<file path="src/rtl/pfb_stream_pkg.sv">
// Shared types and constants for the PFB stream input path.
package pfb_stream_pkg;

    // Frame-alignment state: SYNC discards input until a frame boundary is seen.
    typedef enum logic [0:0] {
        ST_SYNC = 1'b0,
        ST_RUN  = 1'b1
    } state_t;

    // Width and saturation value of the input stall counter.
    localparam int STALL_CNT_W = 16;
    localparam logic [STALL_CNT_W-1:0] STALL_CNT_MAX = '1;

endpackage

</file>
<file path="src/rtl/pfb_skid_fifo.sv">
// Two-entry FIFO that absorbs the one-cycle lag of a registered ready.
module pfb_skid_fifo #(
    parameter int W = 36
) (
    input  logic         clk,
    input  logic         rst_n,
    input  logic         push,
    input  logic [W-1:0] din,
    input  logic         pop,
    output logic [W-1:0] dout,
    output logic         valid,
    output logic [1:0]   count_next
);

    logic [W-1:0] mem [2];
    logic         rd_ptr;
    logic         wr_ptr;
    logic [1:0]   count;

    // Occupancy after this cycle; the writer must never push into a full FIFO.
    assign count_next = count + 2'(push) - 2'(pop);
    assign dout       = mem[rd_ptr];
    assign valid      = (count != 2'd0);

    // Storage, pointers and occupancy update.
    always_ff @(posedge clk or negedge rst_n) begin
        if (!rst_n) begin
            // NOTE: storage is reset so the visible head reads zero out of reset.
            for (int i = 0; i < 2; i++) mem[i] <= '0;
            rd_ptr <= 1'b0;
            wr_ptr <= 1'b0;
            count  <= 2'd0;
        end else begin
            // NOTE: non-blocking assignments keep every register sampling pre-edge values.
            if (push) begin
                mem[wr_ptr] <= din;
                wr_ptr      <= ~wr_ptr;
            end
            if (pop) rd_ptr <= ~rd_ptr;
            count <= count_next;
        end
    end

endmodule

</file>
<file path="src/rtl/pfb_axis_input_reader.sv">
// Deinterleaves a multichannel AXI-Stream into channel-tagged samples,
// aligning to frame boundaries and reporting framing errors and stalls.
module pfb_axis_input_reader
    import pfb_stream_pkg::*;
#(
    parameter int DATA_W = 32,
    parameter int NUM_CH = 8,
    parameter int CH_W   = $clog2(NUM_CH)
) (
    input  logic                   ap_clk,
    input  logic                   ap_rst_n,
    input  logic [DATA_W-1:0]      s_axis_tdata,
    input  logic                   s_axis_tvalid,
    input  logic                   s_axis_tlast,
    output logic                   s_axis_tready,
    output logic [DATA_W-1:0]      m_data,
    output logic [CH_W-1:0]        m_ch,
    output logic                   m_sof,
    output logic                   m_valid,
    input  logic                   m_ready,
    output logic                   block,
    output logic [STALL_CNT_W-1:0] stall_cnt,
    input  logic                   stall_clr,
    output logic                   err_framing,
    input  logic                   err_clr,
    output logic [31:0]            frame_cnt
);

    localparam int FW = DATA_W + CH_W + 1;
    localparam logic [CH_W-1:0] CH_MAX = CH_W'(NUM_CH - 1);

    state_t          state, state_next;
    logic [CH_W-1:0] ch, ch_next;
    logic            accept, push, pop;
    logic            err_set, frame_inc, stall;
    logic [1:0]      count_next;
    logic [FW-1:0]   fifo_dout;

    assign accept = s_axis_tvalid && s_axis_tready;
    assign pop    = m_valid && m_ready;
    assign stall  = s_axis_tvalid && !s_axis_tready;

    pfb_skid_fifo #(.W(FW)) u_fifo (
        .clk        (ap_clk),
        .rst_n      (ap_rst_n),
        .push       (push),
        .din        ({(ch == '0), ch, s_axis_tdata}),
        .pop        (pop),
        .dout       (fifo_dout),
        .valid      (m_valid),
        .count_next (count_next)
    );

    assign {m_sof, m_ch, m_data} = fifo_dout;

    // State register.
    always_ff @(posedge ap_clk or negedge ap_rst_n) begin
        if (!ap_rst_n) state <= ST_SYNC;
        else           state <= state_next;
    end

    // Frame tracking: channel tagging, boundary checks, FIFO write decision.
    always_comb begin
        // NOTE: every output gets a default first so no latch is inferred.
        state_next = state;
        ch_next    = ch;
        push       = 1'b0;
        err_set    = 1'b0;
        frame_inc  = 1'b0;
        if (accept) begin
            case (state)
                ST_SYNC: if (s_axis_tlast) state_next = ST_RUN;
                ST_RUN: begin
                    push = 1'b1;
                    if (ch == CH_MAX) begin
                        ch_next = '0;
                        if (s_axis_tlast) begin
                            frame_inc = 1'b1;
                        end else begin
                            err_set    = 1'b1;
                            state_next = ST_SYNC;
                        end
                    end else if (s_axis_tlast) begin
                        ch_next = '0;
                        err_set = 1'b1;
                    end else begin
                        ch_next = ch + CH_W'(1);
                    end
                end
                default: state_next = ST_SYNC;
            endcase
        end
    end

    // Registered ready, channel counter, status flags and counters.
    always_ff @(posedge ap_clk or negedge ap_rst_n) begin
        if (!ap_rst_n) begin
            s_axis_tready <= 1'b0;
            ch            <= '0;
            block         <= 1'b0;
            stall_cnt     <= '0;
            err_framing   <= 1'b0;
            frame_cnt     <= '0;
        end else begin
            // SYNC never writes the FIFO, so it can always accept.
            s_axis_tready <= (state_next == ST_SYNC) || (count_next != 2'd2);
            ch            <= ch_next;
            block         <= stall;
            if (stall_clr)
                stall_cnt <= '0;
            else if (stall && stall_cnt != STALL_CNT_MAX)
                stall_cnt <= stall_cnt + STALL_CNT_W'(1);
            if (err_set)      err_framing <= 1'b1;
            else if (err_clr) err_framing <= 1'b0;
            if (frame_inc) frame_cnt <= frame_cnt + 32'd1;
        end
    end

endmodule

</file>
<file path="config.mk">
export PLATFORM = sky130hd
export DESIGN_NAME = pfb_axis_input_reader
export DESIGN_NICKNAME = d
export VERILOG_FILES = /design/src/rtl/pfb_stream_pkg.sv /design/src/rtl/pfb_skid_fifo.sv /design/src/rtl/pfb_axis_input_reader.sv
export SDC_FILE = /design/constraint.sdc
export NUM_CORES = 1
export LEC_CHECK = 0
export CAP_MARGIN = 20
export CORE_MARGIN = 2
export CORE_UTILIZATION = 50
export CTS_CLUSTER_SIZE = 12
export DETAILED_ROUTE_END_ITERATION = 6
export PLACE_DENSITY = 0.78
export SETUP_SLACK_MARGIN = 0.02
export SYNTH_ARGS = -nofsm -noshare
export SYNTH_HDL_FRONTEND = slang
export SYNTH_HIERARCHICAL = 1
export SYNTH_SLANG_ARGS = --single-unit
</file>
<file path="constraint.sdc">
create_clock -name ap_clk -period 1.9 [get_ports ap_clk]
set_input_delay 0.19 -clock ap_clk [delete_from_list [all_inputs] [get_ports ap_clk]]
set_output_delay 0.19 -clock ap_clk [all_outputs]
set_load 0.01 [all_outputs]
</file>
==> impl_metrics.json <==
{
  "status": "finished, final reports clean",
  "io_pins": 127,
  "post-synth-top-area-fraction_pct": 51.7,
  "grt-ovfl-total": 0,
  "netlist_area_mm2": 0.00634,
  "via_per_inst": 5.27,
  "dp_hpwl_mm": 9.33,
  "synth_top_cell_by_area": "dfrtp_1",
  "critPathMaxFanout": 13,
  "core_mm2": 0.0125,
  "synth-edff-count": 0,
  "setup_viol": 0,
  "synth-seq-cells": 131,
  "layout.nets": 690,
  "powerDensity_mw_per_mm2": 1380,
  "skew_ns": 0.00752,
  "die-area_mm2": 0.0136,
  "synth_cells": 478,
  "regArea_mm2": 0.00328,
  "grt_max_degree": 60,
  "drive_gt1_share_pct": 35.3,
  "setup.worst_path.end_class": "primary output",
  "cts_root_buf": "clkbuf_16",
  "cp.arrival_ns": 1.70,
  "die_width_um": 117,
  "instances_no_fill": 827,
  "async_flop_share_pct": 100,
  "syn2layout_area_growth_pct": 36.2,
  "critPathBufInv": 3,
  "multi_input_area_mm2": 0.00293,
  "synth_fp_nets": 525,
  "synth.avg_cell_area_um2": 13.3,
  "synthFlopType": "dfrtp_1",
  "place_area_mm2": 0.00794,
  "h-tree-depth": 4,
  "design_area_mm2": 0.00863,
  "num_rows": 41,
  "power_leakage_nw": 3.92,
  "synth_most_common_cell": "dfrtp_1",
  "clock_latency_ns": 0.41,
  "period_needed_ns": 1.89,
  "start_util_pct": 50.6,
  "critPathMaxStageDelay_ns": 0.38,
  "gp_congestion": 0.838,
  "cp-start-kind": "flop",
  "crit_chain": "buf_4 > buf_16 > mux2_2 > dlygate4sd2_1",
  "cts_buffer_depth": 2,
  "relSlewSlack_pct": 56.7,
  "rsz0062_at_grt": "true",
  "grt_pass1_wl_mm": 22.5,
  "wl_mm": 14.2,
  "ir_drop_uv": 747,
  "ys_warn_count": 6,
  "synth_common_cells": "dfrtp_1, mux2_2, mux2_4",
  "nFillCells": 947,
  "critical_path_class": "flop to primary output",
  "cts_made_buffers": 17,
  "ys_types": 51,
  "drc": 0,
  "antenna_found_initial": 0,
  "max_freq_mhz": 530,
  "cp_slowest_cell": "dfrtp_2",
  "synth_seq_area_share_pct": 51.7,
  "worst_pin_slew_ns": 0.650,
  "route.vias.total": 4359,
  "die_h_um": 117,
  "clkTransAtPathRegs_ns": 0.06,
  "wl_per_cell_um": 17.2,
  "grt_pass1_vias": 4546,
  "finalCritPeriodShare_pct": 99.3,
  "hold_class": "input pin to asynchronous set/reset pin",
  "grt_usage_pct": 21.6,
  "critPathTopFamily": "buffers and inverters",
  "ant_nets": 0,
  "portBuffers": 126,
  "drv_slew": 0,
  "cap_violations": 0,
  "first_pass_iters": 4,
  "critPathRequiredTime_ns": 1.71,
  "diodes": 0,
  "cts_sinks": 131,
  "dr.first_iter.drc_count": 196,
  "dp.cells": 787,
  "final-hold-violation-count": 0,
  "cts_tree": "done",
  "synth_area_leaders": "dfrtp_1, mux2_2, mux2_4"
}
-- area by class of cell --
| class | count | area share [%] |
|---|---|---|
| multi-input combinational | 316 | 33.9 |
| clock inverter | 9 | 1.48 |
| inverter | 12 | 0.522 |
| tap | 172 | 2.49 |
| sequential | 131 | 38.0 |
| clock buffer | 22 | 5.61 |
| timing repair buffer | 165 | 18.0 |
-- through the flow --
stage / utilization, % / hold WS, ns / setup WS (ns) / total power, mW / setup TNS [ns]
after floorplan: - / -0.106 / 0.0672 / 6.90 / 0
after global placement: 63.4 / 0.0409 / 0.00482 / 8.67 / 0
after detailed placement: 63.4 / 0.0368 / -0.0827 / 8.84 / -0.321
after CTS: 69.0 / 0.141 / -0.0343 / 12.1 / -0.413
after global routing: 69.0 / 0.169 / -0.0552 / 12.6 / -0.570
final: 69.0 / 0.161 / 0.0133 / 11.9 / 0
-- state kept, by name (all words and copies together), names as in the netlist, 2 cells and up --
| register | count |
|---|---|
| ch | 3 |
| frame_cnt | 32 |
| stall_cnt | 16 |
| u_fifo/count | 2 |
| u_fifo/mem | 72 |
-- report_power, final --
part           leakage, nW  switching, mW  internal (mW)
combinational         1.99           1.73           2.68
sequential            1.64          0.477           3.68
clock                0.294           1.18           2.19
total                 3.92           3.39           8.55
-- worst register-to-register path: cells and delay by family (launching register included) --
| kind | cells | cell delay [ns] |
|---|---|---|
| xor gates and xnor gates | 1 | 0.17 |
| DFF | 1 | 0.44 |
| and+or+nand+nor | 3 | 1.13 |
-- cell usage in the layout (no fill, tap or decap), types with 11 or more instances in the layout --
| cell type | synthesis | final |
|---|---|---|
| nor2_1 | 12 | 12 |
| dlygate4sd2_1 | 0 | 11 |
| nand3_1 | 19 | 19 |
| clkdlybuf4s50_1 | 0 | 89 |
| mux2_4 | 30 | 30 |
| clkbuf_2 | 0 | 21 |
| buf_4 | 0 | 30 |
| nand2_1 | 18 | 18 |
| xnor2_1 | 12 | 11 |
| dfrtp_1 | 131 | 130 |
| clkbuf_16 | 0 | 17 |
| inv_1 | 12 | 12 |
| mux2_2 | 79 | 79 |
| xor2_1 | 24 | 24 |
-- final timing paths --
| check | slack [ns] | to | startpoint | cells after the start |
|---|---|---|---|---|
| setup reg to reg | 0.08 | frame_cnt[31] | frame_cnt[16] | 4 |
| hold reg to reg | 0.49 | frame_cnt[31] | frame_cnt[31] | 1 |
| max in group asynchronous | 1.10 | u_fifo/rd_ptr | ap_rst_n | 3 |
| min in group ap_clk | 0.40 | err_framing | err_clr | 2 |
| setup / recovery | 0.01 | m_data[25] | u_fifo/rd_ptr | 4 |
| hold / removal | 0.16 | u_fifo/mem[0] | ap_rst_n | 2 |
-- repair_timing --
action | in CTS | in global routing
gates resized for setup | 62 | 43
gates cloned | 2 | 1
setup endpoints to repair | 39 | 57
hold endpoints to repair | 131 | 0
pin swaps | 0 | 2
hold buffers | 1 | 0
setup buffers | 2 | 3
-- cell families after synthesis --
logic type,share of synthesized area (%)
adder cells (fa/ha/maj),1.58
XOR/XNOR,4.98
flip-flops,51.7
multiplexers,22.2
AND/OR/NAND/NOR,13.7
buffers and inverters,3.63
AO/OA/AOI/OAI,2.17
-- routing by layer --
layer / up-vias / global-route usage (%) / wire, um
met5: - / 0 / 0
met4: 0 / 5.88 / 164
met3: 18 / 6.07 / 698
met2: 113 / 36.4 / 7160
met1: 2173 / 27.5 / 6190
li1: 2055 / - / -
Power figures use the tool's default switching activity.
